`src/rtl/game_pkg.sv`:
```
// game_pkg -- shared definitions for the game sequencer.
// Holds the FSM state encoding, the default survival-counter width and small
// helpers for evaluating the alive mask.
package game_pkg;

  localparam int SCORE_W_DEFAULT = 16;
  localparam int NUM_PLAYERS     = 4;

  // Encoding is visible on the state output, so the values are fixed.
  typedef enum logic [1:0] {
    ST_IDLE      = 2'd0,
    ST_COUNTDOWN = 2'd1,
    ST_RUN       = 2'd2,
    ST_OVER      = 2'd3
  } state_t;

  // Number of set bits in a 4-bit player mask.
  function automatic logic [2:0] popcount4(input logic [3:0] v);
    return {2'b00, v[0]} + {2'b00, v[1]} + {2'b00, v[2]} + {2'b00, v[3]};
  endfunction

  // Index of the single set bit of a one-hot player mask (0 otherwise).
  function automatic logic [1:0] onehot_index(input logic [3:0] v);
    logic [1:0] idx;
    case (v)
      4'b0001: idx = 2'd0;
      4'b0010: idx = 2'd1;
      4'b0100: idx = 2'd2;
      4'b1000: idx = 2'd3;
      default: idx = 2'd0;
    endcase
    return idx;
  endfunction

endpackage

```
`src/rtl/game_sequencer_if.sv`:
```
// game_sequencer_if -- bundle of the sequencer's game-control signals.
// master: drives tick/start/p_en/dead, observes the game outputs.
// slave : the sequencer itself.
//   tick, start, p_en[3:0], dead[3:0]        -> sequencer
//   in_game[3:0], enable_board, state[1:0],
//   countdown[1:0], winner_valid, winner_id[1:0],
//   draw, score[4*SCORE_W-1:0]               <- sequencer
interface game_sequencer_if
  import game_pkg::*;
#(
  parameter int SCORE_W = SCORE_W_DEFAULT
);

  logic                 tick;
  logic                 start;
  logic [3:0]           p_en;
  logic [3:0]           dead;
  logic [3:0]           in_game;
  logic                 enable_board;
  logic [1:0]           state;
  logic [1:0]           countdown;
  logic                 winner_valid;
  logic [1:0]           winner_id;
  logic                 draw;
  logic [4*SCORE_W-1:0] score;

  modport master (
    output tick, start, p_en, dead,
    input  in_game, enable_board, state, countdown,
           winner_valid, winner_id, draw, score
  );

  modport slave (
    input  tick, start, p_en, dead,
    output in_game, enable_board, state, countdown,
           winner_valid, winner_id, draw, score
  );

endinterface

```
`src/rtl/score_counter.sv`:
```
// score_counter -- one player's survival counter.
// Ports: clk, reset_n (async, active low), clear (sync clear to 0),
//        inc (count one tick), count[W-1:0] (registered value, saturates).
module score_counter #(
  parameter int W = 16
) (
  input  logic         clk,
  input  logic         reset_n,
  input  logic         clear,
  input  logic         inc,
  output logic [W-1:0] count
);

  // Survival counter: clear wins over increment; stops at all-ones.
  always_ff @(posedge clk or negedge reset_n) begin
    if (!reset_n) begin
      count <= '0;
    end else if (clear) begin
      count <= '0;
    end else if (inc && !(&count)) begin
      count <= count + W'(1);
    end else begin
      count <= count;
    end
  end

endmodule

```
`src/rtl/game_sequencer.sv`:
```
// game_sequencer -- start / countdown / run / game-over sequencing for up to
// four players.
// Ports: clk, reset_n (async, active low), bus (game_sequencer_if.slave):
//   inputs tick (80 Hz strobe), start (button level), p_en (enables),
//   dead (per-player dead flags); registered outputs in_game, enable_board,
//   state, countdown, winner_valid, winner_id, draw and the four packed
//   survival scores.
module game_sequencer
  import game_pkg::*;
#(
  parameter int COUNT_TICKS = 80,
  parameter int COUNT_STEPS = 3,
  parameter int SCORE_W     = SCORE_W_DEFAULT
) (
  input  logic              clk,
  input  logic              reset_n,
  game_sequencer_if.slave   bus
);

  localparam int                TICK_W    = (COUNT_TICKS > 1) ? $clog2(COUNT_TICKS) : 1;
  localparam logic [TICK_W-1:0] TICK_LAST = TICK_W'(COUNT_TICKS - 1);
  localparam logic [TICK_W-1:0] TICK_ONE  = TICK_W'(1);
  localparam logic [1:0]        STEPS_INIT = 2'(COUNT_STEPS);

  state_t              cur_state, nxt_state;
  logic [3:0]          roster, roster_nxt;
  logic [1:0]          steps_left, steps_nxt;
  logic [TICK_W-1:0]   tick_cnt, tick_nxt;
  logic                board_on, board_nxt;
  logic                win_valid, win_valid_nxt;
  logic [1:0]          win_id, win_id_nxt;
  logic                is_draw, is_draw_nxt;
  logic                start_prev;

  logic                start_edge;
  logic [3:0]          alive;
  logic [2:0]          alive_cnt;
  logic                multi;
  logic                score_clear;
  logic [3:0]          score_inc;
  logic [SCORE_W-1:0]  scores [NUM_PLAYERS];

  assign start_edge = bus.start & ~start_prev;
  // Dead flags of players outside the roster are masked off here.
  assign alive      = roster & ~bus.dead;
  assign alive_cnt  = popcount4(alive);
  assign multi      = (popcount4(roster) >= 3'd2);

  // Start edge detector; previous value resets high so a held button is not a press.
  always_ff @(posedge clk or negedge reset_n) begin
    if (!reset_n) begin
      start_prev <= 1'b1;
    end else begin
      start_prev <= bus.start;
    end
  end

  // State and output registers.
  always_ff @(posedge clk or negedge reset_n) begin
    if (!reset_n) begin
      cur_state  <= ST_IDLE;
      roster     <= 4'b0000;
      steps_left <= 2'd0;
      tick_cnt   <= '0;
      board_on   <= 1'b0;
      win_valid  <= 1'b0;
      win_id     <= 2'd0;
      is_draw    <= 1'b0;
    end else begin
      cur_state  <= nxt_state;
      roster     <= roster_nxt;
      steps_left <= steps_nxt;
      tick_cnt   <= tick_nxt;
      board_on   <= board_nxt;
      win_valid  <= win_valid_nxt;
      win_id     <= win_id_nxt;
      is_draw    <= is_draw_nxt;
    end
  end

  // Next-state and next-output logic.
  always_comb begin
    nxt_state     = cur_state;
    roster_nxt    = roster;
    steps_nxt     = steps_left;
    tick_nxt      = tick_cnt;
    board_nxt     = board_on;
    win_valid_nxt = win_valid;
    win_id_nxt    = win_id;
    is_draw_nxt   = is_draw;
    score_clear   = 1'b0;
    score_inc     = 4'b0000;

    case (cur_state)
      ST_IDLE: begin
        if (start_edge && (bus.p_en != 4'b0000)) begin
          nxt_state   = ST_COUNTDOWN;
          roster_nxt  = bus.p_en;
          steps_nxt   = STEPS_INIT;
          tick_nxt    = '0;
          score_clear = 1'b1;
        end else begin
          nxt_state = ST_IDLE;
        end
      end

      ST_COUNTDOWN: begin
        if (bus.tick) begin
          if (tick_cnt == TICK_LAST) begin
            tick_nxt = '0;
            if (steps_left == 2'd1) begin
              nxt_state = ST_RUN;
              steps_nxt = 2'd0;
              board_nxt = 1'b1;
            end else begin
              steps_nxt = steps_left - 2'd1;
            end
          end else begin
            tick_nxt = tick_cnt + TICK_ONE;
          end
        end else begin
          tick_nxt = tick_cnt;
        end
      end

      ST_RUN: begin
        // alive is taken from this cycle's dead flags, so a player dying on
        // a tick cycle misses that tick.
        if (bus.tick) begin
          score_inc = alive;
        end else begin
          score_inc = 4'b0000;
        end
        if (multi) begin
          if (alive_cnt <= 3'd1) begin
            nxt_state     = ST_OVER;
            board_nxt     = 1'b0;
            win_valid_nxt = (alive_cnt == 3'd1);
            win_id_nxt    = onehot_index(alive);
            is_draw_nxt   = (alive_cnt == 3'd0);
          end else begin
            nxt_state = ST_RUN;
          end
        end else begin
          if (alive == 4'b0000) begin
            nxt_state = ST_OVER;
            board_nxt = 1'b0;
          end else begin
            nxt_state = ST_RUN;
          end
        end
      end

      ST_OVER: begin
        // Scores are deliberately kept; they clear at the next game start.
        if (start_edge) begin
          nxt_state     = ST_IDLE;
          roster_nxt    = 4'b0000;
          win_valid_nxt = 1'b0;
          win_id_nxt    = 2'd0;
          is_draw_nxt   = 1'b0;
        end else begin
          nxt_state = ST_OVER;
        end
      end

      default: begin
        nxt_state     = ST_IDLE;
        roster_nxt    = 4'b0000;
        steps_nxt     = 2'd0;
        tick_nxt      = '0;
        board_nxt     = 1'b0;
        win_valid_nxt = 1'b0;
        win_id_nxt    = 2'd0;
        is_draw_nxt   = 1'b0;
      end
    endcase
  end

  for (genvar i = 0; i < NUM_PLAYERS; i++) begin : g_score
    score_counter #(.W(SCORE_W)) u_score (
      .clk     (clk),
      .reset_n (reset_n),
      .clear   (score_clear),
      .inc     (score_inc[i]),
      .count   (scores[i])
    );
  end

  assign bus.score        = {scores[3], scores[2], scores[1], scores[0]};
  assign bus.in_game      = roster;
  assign bus.enable_board = board_on;
  assign bus.state        = cur_state;
  assign bus.countdown    = steps_left;
  assign bus.winner_valid = win_valid;
  assign bus.winner_id    = win_id;
  assign bus.draw         = is_draw;

endmodule
```
`src/flat_wrapper.sv`:
```
// flat-port wrapper written by rule: the top's interface ports become plain ports
module game_sequencer_flat import game_pkg::*;
#(
  parameter int COUNT_TICKS = 80,
  parameter int COUNT_STEPS = 3,
  parameter int SCORE_W     = SCORE_W_DEFAULT
)
  (clk, reset_n, bus_tick, bus_start, bus_p_en, bus_dead, bus_in_game, bus_enable_board, bus_state, bus_countdown, bus_winner_valid, bus_winner_id, bus_draw, bus_score);
  game_sequencer_if #(.SCORE_W(SCORE_W)) bus_i ();
  input  logic clk;
  input  logic reset_n;
  input wire logic [$bits(bus_i.tick)-1:0] bus_tick;
  input wire logic [$bits(bus_i.start)-1:0] bus_start;
  input wire logic [$bits(bus_i.p_en)-1:0] bus_p_en;
  input wire logic [$bits(bus_i.dead)-1:0] bus_dead;
  output wire logic [$bits(bus_i.in_game)-1:0] bus_in_game;
  output wire logic [$bits(bus_i.enable_board)-1:0] bus_enable_board;
  output wire logic [$bits(bus_i.state)-1:0] bus_state;
  output wire logic [$bits(bus_i.countdown)-1:0] bus_countdown;
  output wire logic [$bits(bus_i.winner_valid)-1:0] bus_winner_valid;
  output wire logic [$bits(bus_i.winner_id)-1:0] bus_winner_id;
  output wire logic [$bits(bus_i.draw)-1:0] bus_draw;
  output wire logic [$bits(bus_i.score)-1:0] bus_score;
  assign bus_i.tick = bus_tick;
  assign bus_i.start = bus_start;
  assign bus_i.p_en = bus_p_en;
  assign bus_i.dead = bus_dead;
  assign bus_in_game = bus_i.in_game;
  assign bus_enable_board = bus_i.enable_board;
  assign bus_state = bus_i.state;
  assign bus_countdown = bus_i.countdown;
  assign bus_winner_valid = bus_i.winner_valid;
  assign bus_winner_id = bus_i.winner_id;
  assign bus_draw = bus_i.draw;
  assign bus_score = bus_i.score;
  game_sequencer #(.COUNT_TICKS(COUNT_TICKS), .COUNT_STEPS(COUNT_STEPS), .SCORE_W(SCORE_W)) u_core (.clk(clk), .reset_n(reset_n), .bus(bus_i));
endmodule
```
`config.mk`:
```
export PLATFORM = sky130hd
export DESIGN_NAME = game_sequencer_flat
export DESIGN_NICKNAME = d
export VERILOG_FILES = /design/src/rtl/game_pkg.sv /design/src/rtl/game_sequencer_if.sv /design/src/rtl/score_counter.sv /design/src/rtl/game_sequencer.sv /design/src/flat_wrapper.sv
export SDC_FILE = /design/constraint.sdc
export NUM_CORES = 1
export LEC_CHECK = 0
export BUFFER_PORTS_ARGS = -buffer_cell sky130_fd_sc_hd__buf_2
export CORE_ASPECT_RATIO = 0.9
export CORE_MARGIN = 3
export CORE_UTILIZATION = 56
export CTS_CLUSTER_DIAMETER = 150
export DETAILED_ROUTE_END_ITERATION = 10
export PLACE_DENSITY = 0.85
export SYNTH_ARGS = -nofsm -noshare
export SYNTH_HDL_FRONTEND = slang
export SYNTH_HIERARCHICAL = 1
export SYNTH_SLANG_ARGS = --single-unit
```
`constraint.sdc`:
```
create_clock -name clk -period 3.25 [get_ports clk]
set_input_delay 0.1625 -clock clk [delete_from_list [all_inputs] [get_ports clk]]
set_output_delay 0.1625 -clock clk [all_outputs]
set_load 0.05 [all_outputs]
```
==> results.json <==
{
  "status": "finished clean",
  "layout_commonest_cell": "buf_2",
  "nNetsFinal": 634,
  "coreArea_um2": 8650,
  "num_vias": 4380,
  "track_usage_pct": 23.2,
  "die_area_um2": 10100,
  "cts_setup_buffers": 0,
  "maxCapViolCount": 0,
  "cts_root_buf": "clkbuf_8",
  "syn_avg_cell_area_um2": 9.74,
  "finalSetupViolations": 0,
  "dp_hpwl_um": 8260,
  "synth-warning-count": 6,
  "portBuffers": 88,
  "irDropWorstVdd_mv": 0.198,
  "cp.required_ns": 3.49,
  "grt_pass1_vias": 4032,
  "final_antenna_net_count": 0,
  "power.leakage_nw": 2.72,
  "synth_area_um2": 5020,
  "drv_slew": 0,
  "tns_ns": 0,
  "r2r-start": "u_core/bus.in_game[3]$_DFFE_PN0P_",
  "min_path_type": "in -> reg",
  "powerDensity_nw_per_um2": 333,
  "clk_pin_slew_worst_paths_ns": 0.09,
  "area_growth_syn_to_layout_pct": 15.1,
  "ctsHoldBuffers": 3,
  "crit_type": "reg -> reg",
  "hold_viol_final": 0,
  "synth_flop_cell": "dfrtp_1",
  "fp-row-count": 32,
  "rsz0062_at_grt": "false",
  "seq_area_frac_synth_pct": 42.4,
  "cts_tree": "done",
  "mostFrequentLayoutCells": "buf_2, dfrtp_1, nand2_1",
  "dr.pass1.iters": 7,
  "synth_top_cell_area_share_pct": 41.9,
  "arrival_ns": 2.85,
  "grt_pass1_wl_um": 19200,
  "min-delay-start": "bus_p_en[2]",
  "hold_path_end": "u_core/bus.in_game[2]$_DFFE_PN0P_",
  "worstReg2RegEnd": "u_core/bus.winner_valid$_DFFE_PN0P_",
  "syn_inst": 515,
  "clock-skew-final_ns": 0.0142,
  "start_util_pct": 58.0,
  "remaining_drc_errors": 0,
  "yosysUniqueCellTypes": 69,
  "synthTopCellsByArea": "dfrtp_1, a21oi_1, nand2_1, ha_1, nor2_1",
  "antenna_found_initial": 0,
  "drive_above_1_share_pct": 26.5,
  "fmax_ghz": 0.383,
  "reg2reg_slack_ns": 0.64,
  "place_area_um2": 5580,
  "slew_headroom_pct": 42.3,
  "reg2reg_depth": 9,
  "drt_wl_total_um": 11600,
  "die_h_um": 95.8,
  "synth_top_area_cell": "dfrtp_1",
  "min_period_over_period_pct": 80.3,
  "cp_max_fo": 5,
  "synthArstFlopShare_pct": 100,
  "viasPerCell": 5.98,
  "die_x_um": 106,
  "cp-end-kind": "flip-flop",
  "synthesis.nets": 540,
  "insertion_delay_ns": 0.36,
  "ys_ff_latch": 85,
  "drt-initial-drc-count": 269,
  "diodes": 0,
  "h-tree-depth": 3,
  "finalCriticalPeriod_ns": 2.61,
  "gp_congestion": 0.892,
  "cts_buffer_depth": 2,
  "tightest_slew_ns": 0.865,
  "grt-ovfl-total": 0,
  "synth-edff-count": 0,
  "cts_resized": 0,
  "numCtsBuffers": 9,
  "ios": 89,
  "grt_max_degree": 69,
  "clock-sinks": 85,
  "wl_per_cell_um": 15.9,
  "start_kind": "flip-flop",
  "hold_depth": 3,
  "design_area_um2": 5780
}
flip-flops by register name, summed over array words and instances (netlist names):
register and count:
u_core/g_score.u_score/count 64, u_core/tick_cnt 7, u_core/bus.in_game 4, u_core/bus.countdown 2
u_core/bus.state 2, u_core/bus.winner_id 2, u_core/bus.draw 1, u_core/bus.enable_board 1
u_core/bus.winner_valid 1, u_core/start_prev 1
cells by family after synthesis:
family / synth area share, %
and+or+nand+nor: 29.9
AOI/OAI and AO/OA: 15.1
DFF: 42.4
buffers and inverters: 3.12
muxes: 4.89
adders and majority gates: 3.54
xor gates and xnor gates: 1.05
power by group:
part | leakage, nW | switching [mW] | total (mW) | internal, mW
logic | 1.47 | 0.0899 | 0.154 | 0.0644
clock network | 0.0902 | 0.382 | 0.658 | 0.277
registers | 1.17 | 0.0292 | 1.11 | 1.08
total | 2.72 | 0.501 | 1.93 | 1.43
layout make-up:
type                       instances  area (µm²)
fill                             722        2870
multi-input combinational        397        2730
sequential                        85        2130
timing repair buffer              97         531
tap                              119         149
clock buffer                      10         128
inverter                          19        71.3
clock inverter                     6        37.5
cell usage after synthesis (all sizes together), types with 12 or more instances:
cell type,number
dfrtp,84
nand2,41
a21oi,40
nor2,36
nand3,26
nor3,22
o21ai,22
inv,19
or3,19
o31ai,15
a31oi,12
and3,12
nand4,12
nor2b,12
or4,12
per-layer routing:
layer / track usage (%) / share of wire (%) / vias to the layer above
met3: 4.56 / 6.1 / 12
met4: 6.15 / 0.71 / 0
met2: 37.8 / 47 / 145
met5: 0 / 0 / -
met1: 32.2 / 46 / 2109
li1: - / - / 2114
worst max-delay path by stage:
stage                                 startpoint                                  end  cells past startpoint
2_1_floorplan  u_core/bus.in_game[3]$_DFFE_PN0P_          u_core/bus.draw$_DFFE_PN0P_                     10
3_3_place_gp   u_core/bus.in_game[3]$_DFFE_PN0P_  u_core/bus.winner_id[0]$_DFFE_PN0P_                      9
3_5_place_dp   u_core/bus.in_game[3]$_DFFE_PN0P_  u_core/bus.winner_valid$_DFFE_PN0P_                      9
4_1_cts        u_core/bus.in_game[3]$_DFFE_PN0P_  u_core/bus.winner_valid$_DFFE_PN0P_                      9
5_1_grt        u_core/bus.in_game[3]$_DFFE_PN0P_  u_core/bus.winner_valid$_DFFE_PN0P_                      9
6_report       u_core/bus.in_game[3]$_DFFE_PN0P_  u_core/bus.winner_valid$_DFFE_PN0P_                      9
critical path: stages, from the launching register on:
cell,delay (ns)
dfrtp_1,0.40
nor2b_1,0.42
fa_1,0.51
ha_1,0.21
inv_1,0.06
ha_1,0.13
inv_1,0.05
o31ai_1,0.24
nand2_1,0.17
mux2_2,0.31
stage by stage:
stage	instances	util [%]	power, mW	hold WS, ns	setup WS (ns)
final	733	66.8	1.93	0.0162	0.641
after global routing	733	66.8	2.02	0.0131	0.524
after CTS	733	66.8	1.95	0.00183	0.651
after detailed placement	714	64.5	1.29	0.299	0.660
after global placement	714	64.5	1.27	0.296	0.842
after floorplan	515	-	1.22	-0.133	0.610
No activity file was read; power rests on OpenSTA's default activity.
